--- config.mk ---
export PLATFORM = sky130hd
export DESIGN_NAME = axi4_chan_queue_bank
export DESIGN_NICKNAME = d
export VERILOG_FILES = /design/src/rtl/axi4_chan_queue_bank.sv
export SDC_FILE = /design/constraint.sdc
export NUM_CORES = 1
export LEC_CHECK = 0
export ABC_AREA = 1
export CELL_PAD_IN_SITES_DETAIL_PLACEMENT = 2
export CELL_PAD_IN_SITES_GLOBAL_PLACEMENT = 2
export CORE_MARGIN = 8
export CORE_UTILIZATION = 32
export CTS_BUF_LIST = sky130_fd_sc_hd__clkbuf_4 sky130_fd_sc_hd__clkbuf_8 sky130_fd_sc_hd__clkbuf_16
export DETAILED_ROUTE_END_ITERATION = 8
export HOLD_SLACK_MARGIN = 0.1
export PLACE_DENSITY_LB_ADDON = 0.1
export SYNTH_ARGS = -nofsm -noshare
export SYNTH_HDL_FRONTEND = slang
export SYNTH_SLANG_ARGS = --single-unit
--- constraint.sdc ---
create_clock -name clock -period 5.1 [get_ports clock]
set_clock_uncertainty 0.05 [all_clocks]
set_input_delay 1.02 -clock clock [delete_from_list [all_inputs] [get_ports clock]]
set_output_delay 1.02 -clock clock [all_outputs]
set_load 0.05 [all_outputs]
--- src/rtl/axi4_chan_queue_bank.sv ---
// axi4_chan_queue_bank: NUM_CH independent ready/valid FIFOs with packed
// payloads. Each channel can be set to pipe mode (accept while full if the
// head leaves) or flow mode (combinational bypass when empty). Each channel
// also has its own flush and a registered occupancy count.
module axi4_chan_queue_bank #(
  parameter int                NUM_CH    = 5,
  parameter int                WIDTH     = 64,
  parameter int                DEPTH     = 2,
  parameter logic [NUM_CH-1:0] PIPE_MASK = '0,
  parameter logic [NUM_CH-1:0] FLOW_MASK = '0,
  localparam int               CW        = $clog2(DEPTH + 1)
) (
  input  logic                    clock,
  input  logic                    reset,
  input  logic [NUM_CH-1:0]       enq_valid,
  output logic [NUM_CH-1:0]       enq_ready,
  input  logic [NUM_CH*WIDTH-1:0] enq_bits,
  output logic [NUM_CH-1:0]       deq_valid,
  input  logic [NUM_CH-1:0]       deq_ready,
  output logic [NUM_CH*WIDTH-1:0] deq_bits,
  input  logic [NUM_CH-1:0]       flush,
  output logic [NUM_CH*CW-1:0]    count
);

  // Pointer width; a single-entry queue still needs a 1-bit pointer.
  localparam int              PW       = (DEPTH > 1) ? $clog2(DEPTH) : 1;
  localparam logic [PW-1:0]   PTR_LAST = PW'(DEPTH - 1);
  localparam logic [CW-1:0]   CNT_FULL = CW'(DEPTH);

  genvar gi;
  generate
    for (gi = 0; gi < NUM_CH; gi++) begin : g_ch
      logic [WIDTH-1:0] mem_reg [DEPTH];
      logic [PW-1:0]    enq_ptr_reg, enq_ptr_next;
      logic [PW-1:0]    deq_ptr_reg, deq_ptr_next;
      logic [CW-1:0]    cnt_reg, cnt_next;
      logic [WIDTH-1:0] enq_data;
      logic             full, empty;
      logic             enq_ok, deq_ok;
      logic             enq_fire, deq_fire;
      logic             bypass, wr_en, rd_en;

      assign enq_data = enq_bits[gi*WIDTH +: WIDTH];
      assign full     = (cnt_reg == CNT_FULL);
      assign empty    = (cnt_reg == '0);

      // Handshakes are suppressed while this channel is flushed or in reset.
      assign enq_ok = reset & ~flush[gi] &
                      (~full | (PIPE_MASK[gi] & deq_ready[gi]));
      assign deq_ok = reset & ~flush[gi] &
                      (~empty | (FLOW_MASK[gi] & enq_valid[gi]));

      assign enq_fire = enq_valid[gi] & enq_ok;
      assign deq_fire = deq_ok & deq_ready[gi];

      // A flow-mode channel that is empty hands the payload straight through;
      // storage, pointers and count are left alone in that case.
      assign bypass = FLOW_MASK[gi] & empty & enq_fire & deq_fire;
      assign wr_en  = enq_fire & ~bypass;
      assign rd_en  = deq_fire & ~bypass;

      assign enq_ready[gi]            = enq_ok;
      assign deq_valid[gi]            = deq_ok;
      assign deq_bits[gi*WIDTH +: WIDTH] = (FLOW_MASK[gi] && empty) ? enq_data
                                                                    : mem_reg[deq_ptr_reg];
      assign count[gi*CW +: CW]       = reset ? cnt_reg : '0;

      // Next-state for pointers and occupancy; flush overrides any transfer.
      always_comb begin
        enq_ptr_next = enq_ptr_reg;
        deq_ptr_next = deq_ptr_reg;
        cnt_next     = cnt_reg;
        if (wr_en) begin
          enq_ptr_next = (enq_ptr_reg == PTR_LAST) ? '0 : enq_ptr_reg + PW'(1);
        end
        if (rd_en) begin
          deq_ptr_next = (deq_ptr_reg == PTR_LAST) ? '0 : deq_ptr_reg + PW'(1);
        end
        case ({wr_en, rd_en})
          2'b10:   cnt_next = cnt_reg + CW'(1);
          2'b01:   cnt_next = cnt_reg - CW'(1);
          default: cnt_next = cnt_reg;
        endcase
        if (flush[gi]) begin
          enq_ptr_next = '0;
          deq_ptr_next = '0;
          cnt_next     = '0;
        end
      end

      // Control registers with synchronous active-low reset.
      always_ff @(posedge clock) begin
        if (!reset) begin
          enq_ptr_reg <= '0;
          deq_ptr_reg <= '0;
          cnt_reg     <= '0;
        end else begin
          enq_ptr_reg <= enq_ptr_next;
          deq_ptr_reg <= deq_ptr_next;
          cnt_reg     <= cnt_next;
        end
      end

      // Payload storage; never reset, only written on a stored enqueue.
      always_ff @(posedge clock) begin
        if (wr_en) begin
          mem_reg[enq_ptr_reg] <= enq_data;
        end
      end

`ifndef SYNTHESIS
      // Occupancy stays in range and a full queue only accepts in pipe mode.
      always_ff @(posedge clock) begin
        if (reset) begin
          assert (cnt_reg <= CNT_FULL)
            else $error("ch%0d count exceeds depth", gi);
          assert (!(enq_fire && full && !(PIPE_MASK[gi] && deq_fire)))
            else $error("ch%0d enqueue while full", gi);
        end
      end
`endif
    end
  endgenerate

endmodule

==> results.sh <==
export IMPL_outcome="finished, final reports clean"
export IMPL_cts_setup_buffers=0
export IMPL_tightest_slew_ns=0.955
export IMPL_setup_tns_ns=0
export IMPL_drtIter0Drc=574
export IMPL_yosysTopAreaCellShare=0.772
export IMPL_layout_nets=2319
export IMPL_dr_pass1_iters=4
export IMPL_dp_hpwl_um=56800
export IMPL_final_layout_size_suffix_gt1_frac=0.246
export IMPL_root_buffer="clkbuf_16"
export IMPL_cp_start_kind="flop"
export IMPL_pre_cts_slack_ns=1.11
export IMPL_wl_um=77300
export IMPL_placed_cell_area_mm2=0.0328
export IMPL_cts_tree="done"
export IMPL_ys_top_cells_by_area="edfxtp_1 77%, mux2_2 14%, dfxtp_1 2.0%"
export IMPL_rsz0062_at_grt="false"
export IMPL_drt_wirelength_per_cell_um=24.9
export IMPL_grt_util_all_layers=0.171
export IMPL_synth_cell_area_mm2=0.0249
export IMPL_endpoint_kind="primary output"
export IMPL_yosysUniqueCellTypes=19
export IMPL_drcViolationCount=0
export IMPL_largest_reg_flops=640
export IMPL_crit_family="buffers and inverters"
export IMPL_synth_warnings=0
export IMPL_crit_type="flop to primary output"
export IMPL_htreeDepth=3
export IMPL_area_growth_pct=41.8
export IMPL_power_per_cell_area_mw_per_mm2=350
export IMPL_finalCriticalPeriod_ns=4.05
export IMPL_yosys_top_cells_count="640 x edfxtp_1, 320 x mux2_2, 65 x inv_1"
export IMPL_final_core_util=0.457
export IMPL_io_pin_count=677
export IMPL_timing_final_crit_share=0.795
export IMPL_clk_latency_ns=0.60
export IMPL_gp_congestion=0.750
export IMPL_syn_nets=1590
export IMPL_numCtsBuffers=76
export IMPL_design_core_area_mm2=0.0772
export IMPL_maxCapViolCount=0
export IMPL_die_area_mm2=0.0870
export IMPL_cp_arrival_ns=2.98
export IMPL_hold_ws_ns=0.488
export IMPL_reg2reg_to="g_ch[3].mem_reg[1][40]"
export IMPL_grt_max_degree=65
export IMPL_ys_ff_latch=665
export IMPL_cts_sinks=665
export IMPL_antenna_found_initial=32
export IMPL_finalSetupViolCount=0
export IMPL_postSynthAreaPerCell_um2=19.9
export IMPL_ys_flop_type="edfxtp_1"
export IMPL_worstSetupEndpoint="deq_bits[296]"
export IMPL_async_flop_share=0
export IMPL_reg2regPathDepth=5
export IMPL_hold_path_class="flop to flop"
export IMPL_critPathSlowestCell="dfxtp_2"
export IMPL_r2r_start="g_ch[3].cnt_reg[0]"
export IMPL_grt_first_pass_wirelength_um=108000
export IMPL_synth_edf_count=640
export IMPL_rows=102
export IMPL_grt_overflow=0
export IMPL_required_ns=4.03
export IMPL_path_depth=3
export IMPL_synth_most_common_cell="edfxtp_1"
export IMPL_crit_buf_inv=2
export IMPL_die_w_um=295
export IMPL_p_leak_uw=0.0119
export IMPL_grt_pass1_vias=15473
export IMPL_start_util=0.322
export IMPL_max_freq_mhz=247
export IMPL_relSlewSlack=0.364
export IMPL_cp_max_fo=29
export IMPL_cts_resized=0
export IMPL_vias_per_cell=4.48
export IMPL_max_stage_delay_ns=0.81
export IMPL_final_hold_viol_count=0
export IMPL_stdcell_area_mm2=0.0353
export IMPL_die_h_um=295
export IMPL_clockBufferDepth=3
export IMPL_drv_slew=0
export IMPL_antenna_left=0
export IMPL_via_count=13888
export IMPL_r2r_slack_ns=2.73
export IMPL_clk_pin_slew_ns=0.06
export IMPL_hold_buffers=0
export IMPL_port_buffers=676
export IMPL_synth_seq_area_share=0.792
export IMPL_path_cells="buf_4, mux2_2, clkdlybuf4s50_1"
export IMPL_yosys_area_top_type="edfxtp_1"
export IMPL_syn_inst=1248
export IMPL_vdd_ir_drop_max_mv=0.352
export IMPL_setup_ws_ns=1.05
-- power breakdown --
part	internal [uW]	switching [uW]	leakage, uW
sequential	6090	23.0	0.00602
clock	3170	2150	0.00122
combinational	415	509	0.00461
-- worst register-to-register path, delay by kind of cell (launching register included) --
| family | cells | cell delay, ns |
|---|---|---|
| buf+inv | 3 | 1.18 |
| simple gates | 2 | 0.32 |
| flops | 1 | 0.50 |
-- placed cells by master (no fill, tap or decap) --
cell / count
nor2_4: 5
nand4_1: 10
edfxtp_1: 640
clkinv_2: 12
nand3_4: 5
nand2_1: 60
clkbuf_8: 1
dfxtp_1: 20
inv_8: 1
clkbuf_4: 15
o21ai_0: 5
inv_2: 5
buf_4: 24
nor2_1: 30
dfxtp_2: 5
clkdlybuf4s50_1: 664
nor2_8: 5
buf_12: 10
clkinv_8: 2
mux2_2: 320
clkbuf_16: 79
nand3_2: 5
inv_6: 2
bufinv_16: 5
clkinv_1: 22
a21oi_1: 10
inv_1: 60
a31oi_1: 5
ha_1: 5
nand3_1: 5
diode_2: 25
-- worst min-delay path by stage --
stage / start / endpoint / slack, ns / cells after the start
floorplan: g_ch[0].enq_ptr_reg / g_ch[0].enq_ptr_reg / 0.45 / 4
global placement: g_ch[2].deq_ptr_reg / flop / 0.47 / 4
detailed placement: g_ch[3].deq_ptr_reg / flop / 0.48 / 4
CTS: g_ch[3].deq_ptr_reg / flop / 0.49 / 4
global route: g_ch[3].deq_ptr_reg / flop / 0.52 / 4
finish: g_ch[1].deq_ptr_reg / flop / 0.49 / 4
-- kinds of logic (layout without fill, tap and decap cells) --
| family | Yosys count | count (layout) | share of synthesized area |
|---|---|---|---|
| buf+inv | 113 | 902 | 0.0290 |
| mux | 320 | 320 | 0.145 |
| other cells | 0 | 25 | 0 |
| fa+ha+maj | 5 | 5 | 0.00251 |
| simple gates | 125 | 125 | 0.0274 |
| flops | 665 | 665 | 0.792 |
| compound gates | 20 | 20 | 0.00427 |
-- cell type report --
| cell class | count | area (um2) |
|---|---|---|
| inverter | 66 | 255 |
| timing repair buffer | 698 | 7030 |
| multi-input combinational | 470 | 4490 |
| tap | 1040 | 1300 |
| clock buffer | 95 | 2100 |
| fill | 7190 | 41900 |
| clock inverter | 43 | 343 |
| antenna | 25 | 62.6 |
| sequential | 665 | 19700 |
-- through the flow --
stage          cells  power (uW)
2_1_floorplan   1248        6630
3_3_place_gp    2939        7130
3_5_place_dp    2939        7160
4_1_cts         3077       12600
5_1_grt         3091       12800
6_report        3102       12400
-- metal layers --
layer,track usage,share of wire,vias to the layer above,wire [um]
met5,0,0.0017,-,133
met4,0.0632,0.028,24,2180
met2,0.307,0.53,433,41200
met1,0.177,0.35,7026,27000
met3,0.0713,0.089,133,6850
li1,-,-,6272,-
No activity file was read; power rests on OpenSTA's default activity.
